**src/rtl/wb_seq_master.sv**
```systemverilog
// Wishbone classic single-transfer initiator driven by a valid/ready command port.
// Optional ack timeout abort is enabled by defining WBM_TIMEOUT_EN.
module wb_seq_master #(
    parameter int ADDR_W         = 32,
    parameter int DATA_W         = 32,
    parameter int TIMEOUT_CYCLES = 255
) (
    input  logic                wb_clk_i,
    input  logic                wb_rst_ni,
    input  logic                cmd_valid,
    output logic                cmd_ready,
    input  logic                cmd_we,
    input  logic [ADDR_W-1:0]   cmd_adr,
    input  logic [DATA_W-1:0]   cmd_dat,
    input  logic [DATA_W/8-1:0] cmd_sel,
    output logic                rsp_valid,
    input  logic                rsp_ready,
    output logic [DATA_W-1:0]   rsp_dat,
    output logic                rsp_err,
    output logic                wbm_cyc_o,
    output logic                wbm_stb_o,
    output logic                wbm_we_o,
    output logic [DATA_W/8-1:0] wbm_sel_o,
    output logic [ADDR_W-1:0]   wbm_adr_o,
    output logic [DATA_W-1:0]   wbm_dat_o,
    input  logic                wbm_ack_i,
    input  logic [DATA_W-1:0]   wbm_dat_i
);

    localparam int SEL_W = DATA_W / 8;

    typedef enum logic [1:0] {
        ST_IDLE = 2'd0,
        ST_BUS  = 2'd1,
        ST_RESP = 2'd2
    } state_t;

    state_t              state_r, state_s;
    logic                cmd_ready_r, cmd_ready_s;
    logic                cyc_r, cyc_s;
    logic                we_r, we_s;
    logic [SEL_W-1:0]    sel_r, sel_s;
    logic [ADDR_W-1:0]   adr_r, adr_s;
    logic [DATA_W-1:0]   dat_r, dat_s;
    logic                rsp_valid_r, rsp_valid_s;
    logic [DATA_W-1:0]   rsp_dat_r, rsp_dat_s;
    logic                rsp_err_r, rsp_err_s;

`ifdef WBM_TIMEOUT_EN
    localparam int CNT_W = $clog2(TIMEOUT_CYCLES + 1);
    logic [CNT_W-1:0]    cnt_r, cnt_s;
`endif

    // State and registered bus/response outputs; reset drops CYC/STB asynchronously.
    always_ff @(posedge wb_clk_i or negedge wb_rst_ni) begin
        if (!wb_rst_ni) begin
            state_r     <= ST_IDLE;
            cmd_ready_r <= 1'b1;
            cyc_r       <= 1'b0;
            we_r        <= 1'b0;
            sel_r       <= {SEL_W{1'b0}};
            adr_r       <= {ADDR_W{1'b0}};
            dat_r       <= {DATA_W{1'b0}};
            rsp_valid_r <= 1'b0;
            rsp_dat_r   <= {DATA_W{1'b0}};
            rsp_err_r   <= 1'b0;
`ifdef WBM_TIMEOUT_EN
            cnt_r       <= {CNT_W{1'b0}};
`endif
        end else begin
            state_r     <= state_s;
            cmd_ready_r <= cmd_ready_s;
            cyc_r       <= cyc_s;
            we_r        <= we_s;
            sel_r       <= sel_s;
            adr_r       <= adr_s;
            dat_r       <= dat_s;
            rsp_valid_r <= rsp_valid_s;
            rsp_dat_r   <= rsp_dat_s;
            rsp_err_r   <= rsp_err_s;
`ifdef WBM_TIMEOUT_EN
            cnt_r       <= cnt_s;
`endif
        end
    end

    // Next-state and next-output decode for the IDLE/BUS/RESP sequencer.
    always_comb begin
        state_s     = state_r;
        cyc_s       = cyc_r;
        we_s        = we_r;
        sel_s       = sel_r;
        adr_s       = adr_r;
        dat_s       = dat_r;
        rsp_valid_s = rsp_valid_r;
        rsp_dat_s   = rsp_dat_r;
        rsp_err_s   = rsp_err_r;
`ifdef WBM_TIMEOUT_EN
        cnt_s       = cnt_r;
`endif
        case (state_r)
            ST_IDLE: begin
                if (cmd_valid) begin
                    cyc_s   = 1'b1;
                    we_s    = cmd_we;
                    sel_s   = cmd_sel;
                    adr_s   = cmd_adr;
                    dat_s   = cmd_dat;
                    state_s = ST_BUS;
`ifdef WBM_TIMEOUT_EN
                    cnt_s   = {CNT_W{1'b0}};
`endif
                end else begin
                    state_s = ST_IDLE;
                end
            end
            ST_BUS: begin
                if (wbm_ack_i) begin
                    cyc_s       = 1'b0;
                    we_s        = 1'b0;
                    sel_s       = {SEL_W{1'b0}};
                    rsp_valid_s = 1'b1;
                    rsp_dat_s   = we_r ? {DATA_W{1'b0}} : wbm_dat_i;
                    rsp_err_s   = 1'b0;
                    state_s     = ST_RESP;
                end else begin
`ifdef WBM_TIMEOUT_EN
                    // Abort on the edge that completes the TIMEOUT_CYCLES-th STB cycle.
                    if (cnt_r == CNT_W'(TIMEOUT_CYCLES - 1)) begin
                        cyc_s       = 1'b0;
                        we_s        = 1'b0;
                        sel_s       = {SEL_W{1'b0}};
                        rsp_valid_s = 1'b1;
                        rsp_dat_s   = {DATA_W{1'b0}};
                        rsp_err_s   = 1'b1;
                        state_s     = ST_RESP;
                    end else if (cnt_r != {CNT_W{1'b1}}) begin
                        cnt_s = cnt_r + CNT_W'(1);
                    end else begin
                        cnt_s = cnt_r;
                    end
`else
                    state_s = ST_BUS;
`endif
                end
            end
            ST_RESP: begin
                if (rsp_ready) begin
                    rsp_valid_s = 1'b0;
                    state_s     = ST_IDLE;
`ifdef WBM_TIMEOUT_EN
                    cnt_s       = {CNT_W{1'b0}};
`endif
                end else begin
                    state_s = ST_RESP;
                end
            end
            default: begin
                cyc_s       = 1'b0;
                rsp_valid_s = 1'b0;
                state_s     = ST_IDLE;
            end
        endcase
        cmd_ready_s = (state_s == ST_IDLE);
    end

    assign cmd_ready = cmd_ready_r;
    assign wbm_cyc_o = cyc_r;
    assign wbm_stb_o = cyc_r;
    assign wbm_we_o  = we_r;
    assign wbm_sel_o = sel_r;
    assign wbm_adr_o = adr_r;
    assign wbm_dat_o = dat_r;
    assign rsp_valid = rsp_valid_r;
    assign rsp_dat   = rsp_dat_r;
    assign rsp_err   = rsp_err_r;

endmodule

```
**config.mk**
```make
export PLATFORM = sky130hd
export DESIGN_NAME = wb_seq_master
export DESIGN_NICKNAME = d
export VERILOG_FILES = /design/src/rtl/wb_seq_master.sv
export SDC_FILE = /design/constraint.sdc
export NUM_CORES = 1
export LEC_CHECK = 0
export ABC_AREA = 1
export BUFFER_PORTS_ARGS = -buffer_cell sky130_fd_sc_hd__buf_4
export CAP_MARGIN = 20
export CORE_UTILIZATION = 30
export CTS_CLUSTER_SIZE = 20
export DETAILED_ROUTE_END_ITERATION = 7
export GPL_TIMING_DRIVEN = 0
export PLACE_DENSITY = 0.6
export SETUP_SLACK_MARGIN = 0.1
export SKIP_CTS_REPAIR_TIMING = 1
export SLEW_MARGIN = 40
export SYNTH_ARGS = -nofsm -noshare
export SYNTH_HDL_FRONTEND = slang
export SYNTH_SLANG_ARGS = --single-unit
```
**constraint.sdc**
```tcl
create_clock -name wb_clk_i -period 3.35 [get_ports wb_clk_i]
set_clock_uncertainty 0.1 [all_clocks]
set_input_delay 0.8375 -clock wb_clk_i [delete_from_list [all_inputs] [get_ports wb_clk_i]]
set_output_delay 0.8375 -clock wb_clk_i [all_outputs]
set_load 0.01 [all_outputs]
```
## After elaboration in Yosys (flattened, before gate mapping)

Index checks and enable logic that the tools add are counted.

| storage, ports and cells | value |
|---|---|
| register bits after elaboration | 106 |
| bits of input ports | 106 |
| output and inout port bits | 106 |
| logic and storage cells | 40 |

| operators by class | value |
|---|---|
| eq/ne operators | 5 |
| mux-type cells | 16 |
| bitwise operators | 2 |
| reductions and logical operators | 8 |

Operators by type and width:

| operator | count |
|---|---|
| 2-to-1 mux 32 bit | 1 |
| AND reduction 3 bit | 3 |
| 2-to-1 mux 4 bit | 2 |
| case mux 4 bit (2 select lines) | 1 |
| 2-to-1 mux 1 bit | 6 |
| != test 2 bit (second input constant) | 3 |
| case mux 1 bit (3 select lines) | 2 |
| case mux 2 bit (3 select lines) | 1 |
| logical NOT 2 bit | 2 |
| 2-to-1 mux 2 bit | 2 |
| AND reduction 2 bit | 2 |
| equality test 2 x 1 -> 1 bit (second input constant) | 1 |
| equality test 2 bit (second input constant) | 1 |
| NOT 1 bit | 2 |
| case mux 1 bit (2 select lines) | 1 |
| nonzero test 2 bit | 1 |

## Depth between registers and ports, before layout

| depth | value |
|---|---|
| word-level depth | 3 |
| depth in mapped cells | 7 |

## Worst setup path after synthesis

OpenSTA, ideal clock, no wires.

| timing path | value |
|---|---|
| path kind | input -> register |
| from | input cmd_valid |
| to | register adr_r[10], in the netlist wbm_adr_o[10] |
| setup time | 116 ps |
| arrival time | 1323 ps |
| data required time | 3134 ps |
| path slack | 1811 ps |
| stages | 6 |
| cells stage by stage | inv_1 > nor2_4 > buf_4 > buf_6 > nand2_1 > nand2_1 |

| on the way | value |
|---|---|
| longest elaborated chain between the ends | 1 |

RTL lines:

| element | line | RTL |
|---|---|---|
| start: declaration | 10 | `input logic cmd_valid,` |
| AND reduction 2 bit (no line) | -- |  |
| end signal: assignment | 62 | `adr_r <= {ADDR_W{1'b0}};` |
| end signal: assignment | 76 | `adr_r <= adr_s;` |
| end: declaration | 43 | `logic [ADDR_W-1:0] adr_r, adr_s;` |

Every way passes these cells.
A chain may end at the register's enable or synchronous reset.

## Final worst setup path

| timing path | value |
|---|---|
| from | register cyc_r, in the netlist wbm_cyc_o |
| to | output wbm_stb_o |

RTL lines:

| element | line | RTL |
|---|---|---|
| start: declaration | 40 | `logic cyc_r, cyc_s;` |
| start signal: assignment | 73 | `cyc_r <= cyc_s;` |
| end: declaration | 21 | `output logic wbm_stb_o,` |

No word-level cell between the ends.

==> metrics.yaml <==
outcome:
  status: "finished clean"
placed_design:
  pre_cts_ws_ns: 1.44
  io_buffers: 210
  placed_area_um2: 5880
  hpwl_um: 8110
  gp_congestion: 0.786
detailed_routing:
  viasPerCell: 4.26
  num_vias: 3670
  detail_route.wl_per_cell_um: 13.0
  first_pass_iters: 4
  drc: 0
  ant_nets: 0
  drtIter0Drc: 175
  wl_um: 11200
yosys:
  synth.avg_cell_area_um2: 8.91
  yosys.area.top_type: "dfrtp_1"
  netlist_top_cells_count: "274 x nand2_1, 105 x dfrtp_1, 34 x o21ai_0"
  synth.top_cell.area_share: 0.644
  ys_top_cells_by_area: "dfrtp_1 64%, nand2_1 25%, o21ai_0 4.2%"
  synth-edff-count: 0
  syn_area_um2: 4080
  syn_nets: 564
  ys_types: 16
  syn_inst: 458
  async_flop_share: 1.00
  synth_ff_type: "dfrtp_1"
  ys_warn_count: 0
  yosysMostFrequentCell: "nand2_1"
  synth-seq-cells: 106
  ys_seq_area_frac: 0.651
die:
  initial_core_util: 0.308
  dieHeight_um: 119
  rows: 42
  die_x_um: 119
  core-area_um2: 13200
  die_area_um2: 14100
  num_io_pins: 212
sta:
  drv_slew: 0
  hold_viol: 0
  setup_tns_ns: 0
  period_share: 0.586
  setup_viol: 0
  rsz0062_at_grt: "no"
  fmax_mhz: 509
  period_minus_slack_ns: 1.96
  setup_slack_ns: 1.39
power:
  comb_power_share: 0.438
  power_density_nw_per_um2: 934
  clkPwrFrac: 0.168
  intPower_mw: 3.65
  p_leak_nw: 3.45
  ir_worst_vdd_mv: 0.364
  switching_power_mw: 2.12
  p_seq_frac: 0.395
  p_sw_frac: 0.367
worst_hold_path:
  hp-class: "primary input to async pin"
setup_path:
  crit_path_frequent_cell: "buf_4"
  slowest_delay_ns: 0.41
  cp_max_fo: 3
  r2r_start: "state_r[0]"
  arrival_ns: 1.03
  r2r-end: "wbm_adr_o[9]"
  crit_family: "flip-flops"
  cp_cell_sequence: "buf_4, buf_4"
  worstSetupEndpointType: "output port"
  critPathSlowestCell: "dfrtp_1"
  cp.required_ns: 2.41
  worstRegToRegCells: 7
  crit_buf_inv: 2
  critPathLaunchType: "flip-flop"
  setup.worst_path.class: "flip-flop to output port"
  reg2reg_setup_slack_ns: 1.89
cells_and_area:
  final_area_um2: 6180
  area_growth_pct: 51.4
  post-route-util: 0.466
  antenna_cells: 0
  nNetsFinal: 786
  drive_above_1_share: 0.362
  fill_cells: 1328
global_routing:
  grt_antenna_before_repair: 0
  overflow: 0
  grt_max_degree: 107
  grtUsageTotal: 0.160
  grt_pass1_vias: 3555
  grt_first_pass_wirelength_um: 17800
clocking:
  root_buffer: "clkbuf_16"
  clk_pin_slew_ns: 0.07
  clock_sinks: 106
  numCtsBuffers: 9
  cts_tree: "yes"
  htree_levels: 3
  clock_latency_ns: 0.34
  clockBufferDepth: 2
job:
  maxCapViolCount: 0
==> power groups by stage <==
stage | clock network, mW | logic, mW | registers (mW)
after floorplan | 0 | 0.889 | 2.55
after global placement | 0 | 2.52 | 2.27
after detailed placement | 0 | 2.57 | 2.29
after CTS | 1.01 | 2.57 | 2.28
after global routing | 1.06 | 2.80 | 2.35
final | 0.968 | 2.53 | 2.28
==> routing by layer <==
metal,vias up,GRT usage,wire length (um)
met5,-,0,0
met4,0,0.0609,158
met3,13,0.0434,797
met2,125,0.250,5260
met1,1691,0.210,4950
li1,1841,-,-
==> kinds of logic (layout without fill, tap and decap cells) <==
logic type | count (synthesis) | after routing | synth area share
AO/OA/AOI/OAI | 34 | 34 | 0.0417
flip-flops | 106 | 106 | 0.651
other | 1 | 1 | 0.000919
buffers and inverters | 32 | 259 | 0.0387
AND/OR/NAND/NOR | 285 | 285 | 0.268
==> worst register-to-register path, stage by stage (launching register included) <==
cell,delay (ns)
dfrtp_1,0.44
inv_2,0.10
nand2_1,0.08
nor2_4,0.20
buf_4,0.22
buf_6,0.15
nand2_1,0.06
nand2_1,0.06
==> sequential cells by signal, summed over array words and instances (netlist names) <==
register / flops
rsp_valid: 1
cmd_ready: 1
wbm_adr_o: 32
rsp_dat: 32
state_r: 2
wbm_cyc_o: 1
wbm_sel_o: 4
wbm_dat_o: 32
wbm_we_o: 1
==> metrics by stage <==
step | hold WS, ns | cells | total power, mW
3_5_place_dp | 0.366 | 844 | 4.86
6_report | 0.276 | 861 | 5.77
3_3_place_gp | 0.364 | 844 | 4.80
4_1_cts | 0.385 | 860 | 5.85
5_1_grt | 0.285 | 861 | 6.22
2_1_floorplan | 0.415 | 458 | 3.44
==> layout by cell type, fill, tap and decap left out, drive strengths merged, types with 3 or more instances in the layout <==
cell type  netlist  final
nand2          274    274
clkinv           0      3
o21ai           34     34
nor2             4      4
clkbuf           7     20
dfrtp          105    105
buf             19    230
nand3            6      6
inv              6      6
==> cell type report <==
type	count	area, um^2	share of cell area
Tap cell	176	220	0.0357
Clock inverter	3	15.0	0.00243
Sequential cell	106	2650	0.430
Clock buffer	13	250	0.0405
Inverter	6	22.5	0.00365
Buffer	26	135	0.0219
Timing Repair Buffer	211	1610	0.261
Multi-Input combinational cell	320	1270	0.205
==> how the worst max path moves through the flow <==
stage	startpoint	to	slack, ns	depth (start not counted)
CTS	wbm_cyc_o	wbm_stb_o	1.35	2
global placement	wb_rst_ni	wbm_adr_o[16]	1.19	1
global route	wbm_cyc_o	wbm_stb_o	1.33	2
finish	wbm_cyc_o	wbm_stb_o	1.39	2
floorplan	cmd_valid	wbm_adr_o[10]	1.81	6
detailed placement	cmd_valid	wbm_sel_o[3]	1.44	5
(Power assumes the default switching activity.)
